==> src/rtl/ps2_rx.sv <==
// PS/2 device-to-host frame receiver: synchronises and de-glitches the pins, then
// deserialises start/8 data/odd parity/stop frames into one-cycle byte or error strobes.
module ps2_rx #(
    parameter int FILTER_LEN     = 8,
    parameter int TIMEOUT_CYCLES = 200000
) (
    input  logic       clk,
    input  logic       reset_n,
    input  logic       ps2_clk,
    input  logic       ps2_data,
    output logic [7:0] rx_data,
    output logic       rx_valid,
    output logic       rx_err,
    output logic       busy
);

    localparam int FW = $clog2(FILTER_LEN + 1);
    localparam int TW = $clog2(TIMEOUT_CYCLES + 1);

    localparam logic [1:0] IDLE   = 2'd0;
    localparam logic [1:0] DATA   = 2'd1;
    localparam logic [1:0] PARITY = 2'd2;
    localparam logic [1:0] STOP   = 2'd3;

    logic          r_clkMeta;
    logic          r_clkSync;
    logic          r_dataMeta;
    logic          r_dataSync;
    logic          r_clkFilt;
    logic          r_clkFiltPrev;
    logic [FW-1:0] r_filtCnt;

    logic [1:0]    r_state;
    logic [2:0]    r_bitCnt;
    logic [7:0]    r_shreg;
    logic          r_parity;
    logic [7:0]    r_rxData;
    logic          r_rxValid;
    logic          r_rxErr;
    logic [TW-1:0] r_toCnt;

    logic          w_fall;
    logic          w_bit;

    assign w_fall = r_clkFiltPrev & ~r_clkFilt;
    assign w_bit  = r_dataSync;

    // The filtered clock only flips after FILTER_LEN consecutive disagreeing samples.
    always_ff @(posedge clk or negedge reset_n) begin
        if (!reset_n) begin
            r_clkMeta     <= 1'b1;
            r_clkSync     <= 1'b1;
            r_dataMeta    <= 1'b1;
            r_dataSync    <= 1'b1;
            r_clkFilt     <= 1'b1;
            r_clkFiltPrev <= 1'b1;
            r_filtCnt     <= '0;
        end else begin
            r_clkMeta     <= ps2_clk;
            r_clkSync     <= r_clkMeta;
            r_dataMeta    <= ps2_data;
            r_dataSync    <= r_dataMeta;
            r_clkFiltPrev <= r_clkFilt;
            if (r_clkSync != r_clkFilt) begin
                if (r_filtCnt == FW'(FILTER_LEN - 1)) begin
                    r_clkFilt <= r_clkSync;
                    r_filtCnt <= '0;
                end else begin
                    r_filtCnt <= r_filtCnt + 1'b1;
                end
            end else begin
                r_filtCnt <= '0;
            end
        end
    end

    // A fall strobe always takes priority over the watchdog expiring in the same cycle.
    always_ff @(posedge clk or negedge reset_n) begin
        if (!reset_n) begin
            r_state   <= IDLE;
            r_bitCnt  <= '0;
            r_shreg   <= '0;
            r_parity  <= 1'b0;
            r_rxData  <= '0;
            r_rxValid <= 1'b0;
            r_rxErr   <= 1'b0;
            r_toCnt   <= '0;
        end else begin
            r_rxValid <= 1'b0;
            r_rxErr   <= 1'b0;
            if (w_fall) begin
                r_toCnt <= '0;
                case (r_state)
                    IDLE: begin
                        if (!w_bit) begin
                            r_state  <= DATA;
                            r_bitCnt <= '0;
                        end
                    end
                    DATA: begin
                        r_shreg  <= {w_bit, r_shreg[7:1]};
                        r_bitCnt <= r_bitCnt + 1'b1;
                        if (r_bitCnt == 3'd7) begin
                            r_state <= PARITY;
                        end
                    end
                    PARITY: begin
                        r_parity <= w_bit;
                        r_state  <= STOP;
                    end
                    STOP: begin
                        if (w_bit && (^{r_shreg, r_parity})) begin
                            r_rxData  <= r_shreg;
                            r_rxValid <= 1'b1;
                        end else begin
                            r_rxErr <= 1'b1;
                        end
                        r_state <= IDLE;
                    end
                    default: r_state <= IDLE;
                endcase
            end else if (r_state == IDLE) begin
                r_toCnt <= '0;
            end else if (r_toCnt == TW'(TIMEOUT_CYCLES - 1)) begin
                r_rxErr <= 1'b1;
                r_state <= IDLE;
                r_toCnt <= '0;
            end else begin
                r_toCnt <= r_toCnt + 1'b1;
            end
        end
    end

    assign rx_data  = r_rxData;
    assign rx_valid = r_rxValid;
    assign rx_err   = r_rxErr;
    assign busy     = (r_state != IDLE);

endmodule

==> config.mk <==
export PLATFORM = sky130hd
export DESIGN_NAME = ps2_rx
export DESIGN_NICKNAME = d
export VERILOG_FILES = /design/src/rtl/ps2_rx.sv
export SDC_FILE = /design/constraint.sdc
export NUM_CORES = 1
export LEC_CHECK = 0
export CAP_MARGIN = 15
export CORE_MARGIN = 2
export CORE_UTILIZATION = 55
export DETAILED_ROUTE_END_ITERATION = 10
export DONT_BUFFER_PORTS = 1
export PLACE_DENSITY_LB_ADDON = 0.12
export SYNTH_ARGS = -nofsm -noshare
export SYNTH_HDL_FRONTEND = slang
export SYNTH_SLANG_ARGS = --single-unit
==> constraint.sdc <==
create_clock -name clk -period 2 [get_ports clk]
set_input_delay 0.2 -clock clk [delete_from_list [all_inputs] [get_ports clk]]
set_output_delay 0.2 -clock clk [all_outputs]
set_load 0.005 [all_outputs]
==> impl_results.md <==
- Status: finished clean
- Area grow syn2layout: 9.846%
- P_int: roughly 1.5 mW
- PortBufs: 0
- Hold WC Path Type: flop to flop
- Final antenna-violating net count: 0
- Iteration-0 DRC Markers: 42
- Static Leak: between 1 and 1.5 nW
- Vias in the first global route: between 1.5k and 2k
- Final min period: 1.908 ns
- Share of layout cells above drive strength 1: roughly a fifth
- Routed len/inst: about 15 um
- EDFF count, synth: 0
- DIE HEIGHT: 69.56 um
- Worst r2r path cells: 5
- CP max stage delay: around 0.45 ns
- Worst EP arrival: between 2 and 2.5 ns
- Final Power: between 2 and 2.5 mW
- RSZ-0062 raised after global routing: true
- Post-synthesis mux area share: a little under a tenth
- Die Area: slightly below 0.005 sq mm
- Synth Flop Type: dfrtp_1
- Number of buffers created by CTS: 5
- Core area: 0.004058 sq mm
- CP required: between 2 and 2.5 ns
- Mean Syn Cell Area: approximately 12 sq um
- # rows: 23
- CP Capture Type: flop
- FF-to-FF End: rx_data[5]
- Post-synthesis register bit count: 52
- Total track usage: between 15 and 20%
- Clock latency on the worst-skew pair: approximately 0.31 ns
- Met2 Use GR: a little under a third
- FF-to-FF setup slack: 0.09 ns
- Final Max Slew Viols: 0
- CTS Sinks: 52
- Worst setup endpoint: rx_data[5]
- Via count: ~1.5k
- I/O Pins: 15
- Sw Pwr: 0.6185 mW
- Ys Warns: 0
- Final hold viol count: 0
- CP bufs+invs: 0
- Final Core Density: about 64%
- GR Layer Usage met1: between 20% and 30%
- Top cell type's share of synthesized area: roughly half
- Routed vias/inst: around 5.7
- First-pass GRT wire length: around 6900 um
- Combinational Power Share: about 16%
- Final instance area: around 0.0026 sq mm
- Sequential group share of total power: a little under three fifths
- VDD IR max: a little over 400 uV
- Clock slew seen by the registers of the worst setup and hold paths: ~0.10 ns
- Number of remaining DRC errors: 0
- Final Cycle Share: a little over nine tenths
- Critical Path Stages: 5
- RR Startpoint: r_shreg[1]
- Slew @ Worst Pin: 0.3909 ns
- Ys async rst share: 100.0%
- Nets: between 200 and 250
- Total of max-cap violations: 0
- Final hold slack: approximately 0.36 ns
- Switching Fraction: 28.83%
- Post-Synth Adder-Cell Area: under 10%
- Seq/Total Area, Yosys: between 50% and 60%
- CTS tree: built
- Share of total power in the clock network: around 29%
- Largest cells by area after synthesis: dfrtp_1, mux2_2, dfstp_2
- Simple-Gate Fraction of Synth Area: 15.46%
- Gp weighted congestion: approximately 0.83
- Clock H-tree levels: 2
- Post-Syn Area: 0.002364 sq mm
- Compound-Gate Fraction of Synth Area: 3.917%
- Crit-path cells: xnor2_1 > xnor3_1 > xnor2_2 > nand4_4 > mux2_2
- Drt first pass iters: 4
- Initial antenna violation count: 0
- Root buf cell: clkbuf_8
- Main combinational cell family by area after synthesis: simple AND/OR/NAND/NOR gates
- Worst Skew: between 0.01 and 0.015 ns
- Die width: between 60 and 70 um
- Final Setup Violations: 0
- GRT Residual Overflow: 0
- CP max FO: 9
- # diodes: 0
- Highest-delay cell along the critical path: xnor3_1
- Power per Cell Area: between 800 and 900 mW/mm^2
- Clock Tree Buf Depth: 2
- Crit path max-delay family: XOR/XNOR gates
- Dpl hpwl: about 2700 um
- Relative slew slack: roughly three quarters
- Largest net degree at the start of global routing: 53
- Synth Instances: ~200
- Yosys top cell by area: dfrtp_1
- Met3 global-route usage: 6.105%
- Initial core utilization: 58.25%
- Startpoint Class: flop
- Routed wire length: approximately 3900 um
- Post-Synth XOR/XNOR Area: between 10% and 20%
- Hold path startpoint: r_clkMeta
- FMAX: ~0.52 GHz
- Synth unique cells: 36
- Post-Synthesis Net Count: between 200 and 250
- Most crowded layer after global routing: met2
- Type of the worst setup path: flop to flop
- Placed Area: around 0.0024 sq mm
- CP Launch Point: r_shreg[1]
[placed cells by master (no fill, tap or decap), types with 3 or more instances in the layout]
master and count:
and3_1 4, buf_4 3, clkbuf_8 5, dfrtp_1 46
dfstp_2 6, dlygate4sd3_1 3, ha_1 8, inv_1 5
mux2_2 19, nand2_1 12, nand3_1 12, nor2_1 24
nor2b_1 3, nor3_1 6, nor4_1 4, o21ai_0 3
xnor2_1 12, xor2_1 11
[power groups by stage]
stage	combinational [mW]	sequential, mW	clock (mW)
global route	0.396	1.19	0.681
detailed placement	0.320	1.20	0
CTS	0.352	1.18	0.640
finish	0.347	1.18	0.616
global placement	0.303	1.20	0
floorplan	0.260	1.19	0
[worst min-delay path by stage]
| stage | to | slack, ns | cells past startpoint |
|---|---|---|---|
| after CTS | r_clkSync | 0.36 | 0 |
| final | r_clkSync | 0.36 | 0 |
| after global placement | r_bitCnt[1] | -0.09 | 0 |
| after global routing | r_clkSync | 0.37 | 0 |
| after detailed placement | r_bitCnt[1] | -0.09 | 0 |
| after floorplan | r_bitCnt[0] | -0.1 | 0 |
[timing repair]
item                                   CTS  global route
gates resized for setup                  0             0
endpoints found under the hold margin   54             0
setup endpoints to repair                0             8
buffers inserted                         0             1
hold buffers                             4             0
[worst register-to-register path: stages, from the launching register on]
cell and delay [ns]:
dfrtp_1 0.43, xnor2_1 0.17, xnor3_1 0.45, xnor2_2 0.22
nand4_4 0.21, mux2_2 0.33
[layout make-up]
class                           count  area, sq um
Clock buffer                        5        68.82
Clock inverter                      3        25.02
Fill cell                         321         1461
Inverter                            5        18.77
Multi-Input combinational cell    138         1012
Sequential cell                    52         1309
Tap cell                           50        62.56
Timing Repair Buffer                8        100.1
[cell families after synthesis]
family          after synthesis
xor+xnor                     25
buf+inv                       9
simple gates                 73
flops                        52
compound gates               13
fa+ha+maj                     8
mux                          19
[metrics by stage]
step                instances  TNS, ns  worst slack (ns)
floorplan                 199        0            0.2299
global placement          248        0            0.1392
detailed placement        248        0           0.08927
CTS                       260        0           0.06969
global route              261  -0.1079          -0.02420
finish                    261        0           0.09161
[Yosys cell counts (2+ instances only)]
library cell / instances
a21oi_1: 2
and3_1: 4
clkbuf_1: 2
dfrtp_1: 46
dfstp_2: 6
ha_1: 8
inv_1: 5
mux2_2: 19
nand2_1: 12
nand3_1: 12
nand4_1: 2
nor2_1: 24
nor2b_1: 3
nor3_1: 6
nor4_1: 4
o21ai_0: 3
xnor2_1: 12
xor2_1: 11
[state kept, by name, indices dropped and copies added, names as in the netlist]
name,flops
r_state,2
r_clkSync,1
r_shreg,8
rx_data,8
r_bitCnt,3
r_dataSync,1
r_parity,1
rx_err,1
r_clkMeta,1
rx_valid,1
r_clkFilt,1
r_clkFiltPrev,1
r_dataMeta,1
r_filtCnt,4
r_toCnt,18
[metal layers]
metal | wire length [um] | up-vias | share of wire, %
met5 | 0 | - | 0
met4 | 84 | 0 | 2.1
met3 | 159 | 9 | 4.0
met2 | 1945 | 34 | 50
met1 | 1741 | 746 | 44
li1 | - | 708 | -
Power figures use the tool's default switching activity.
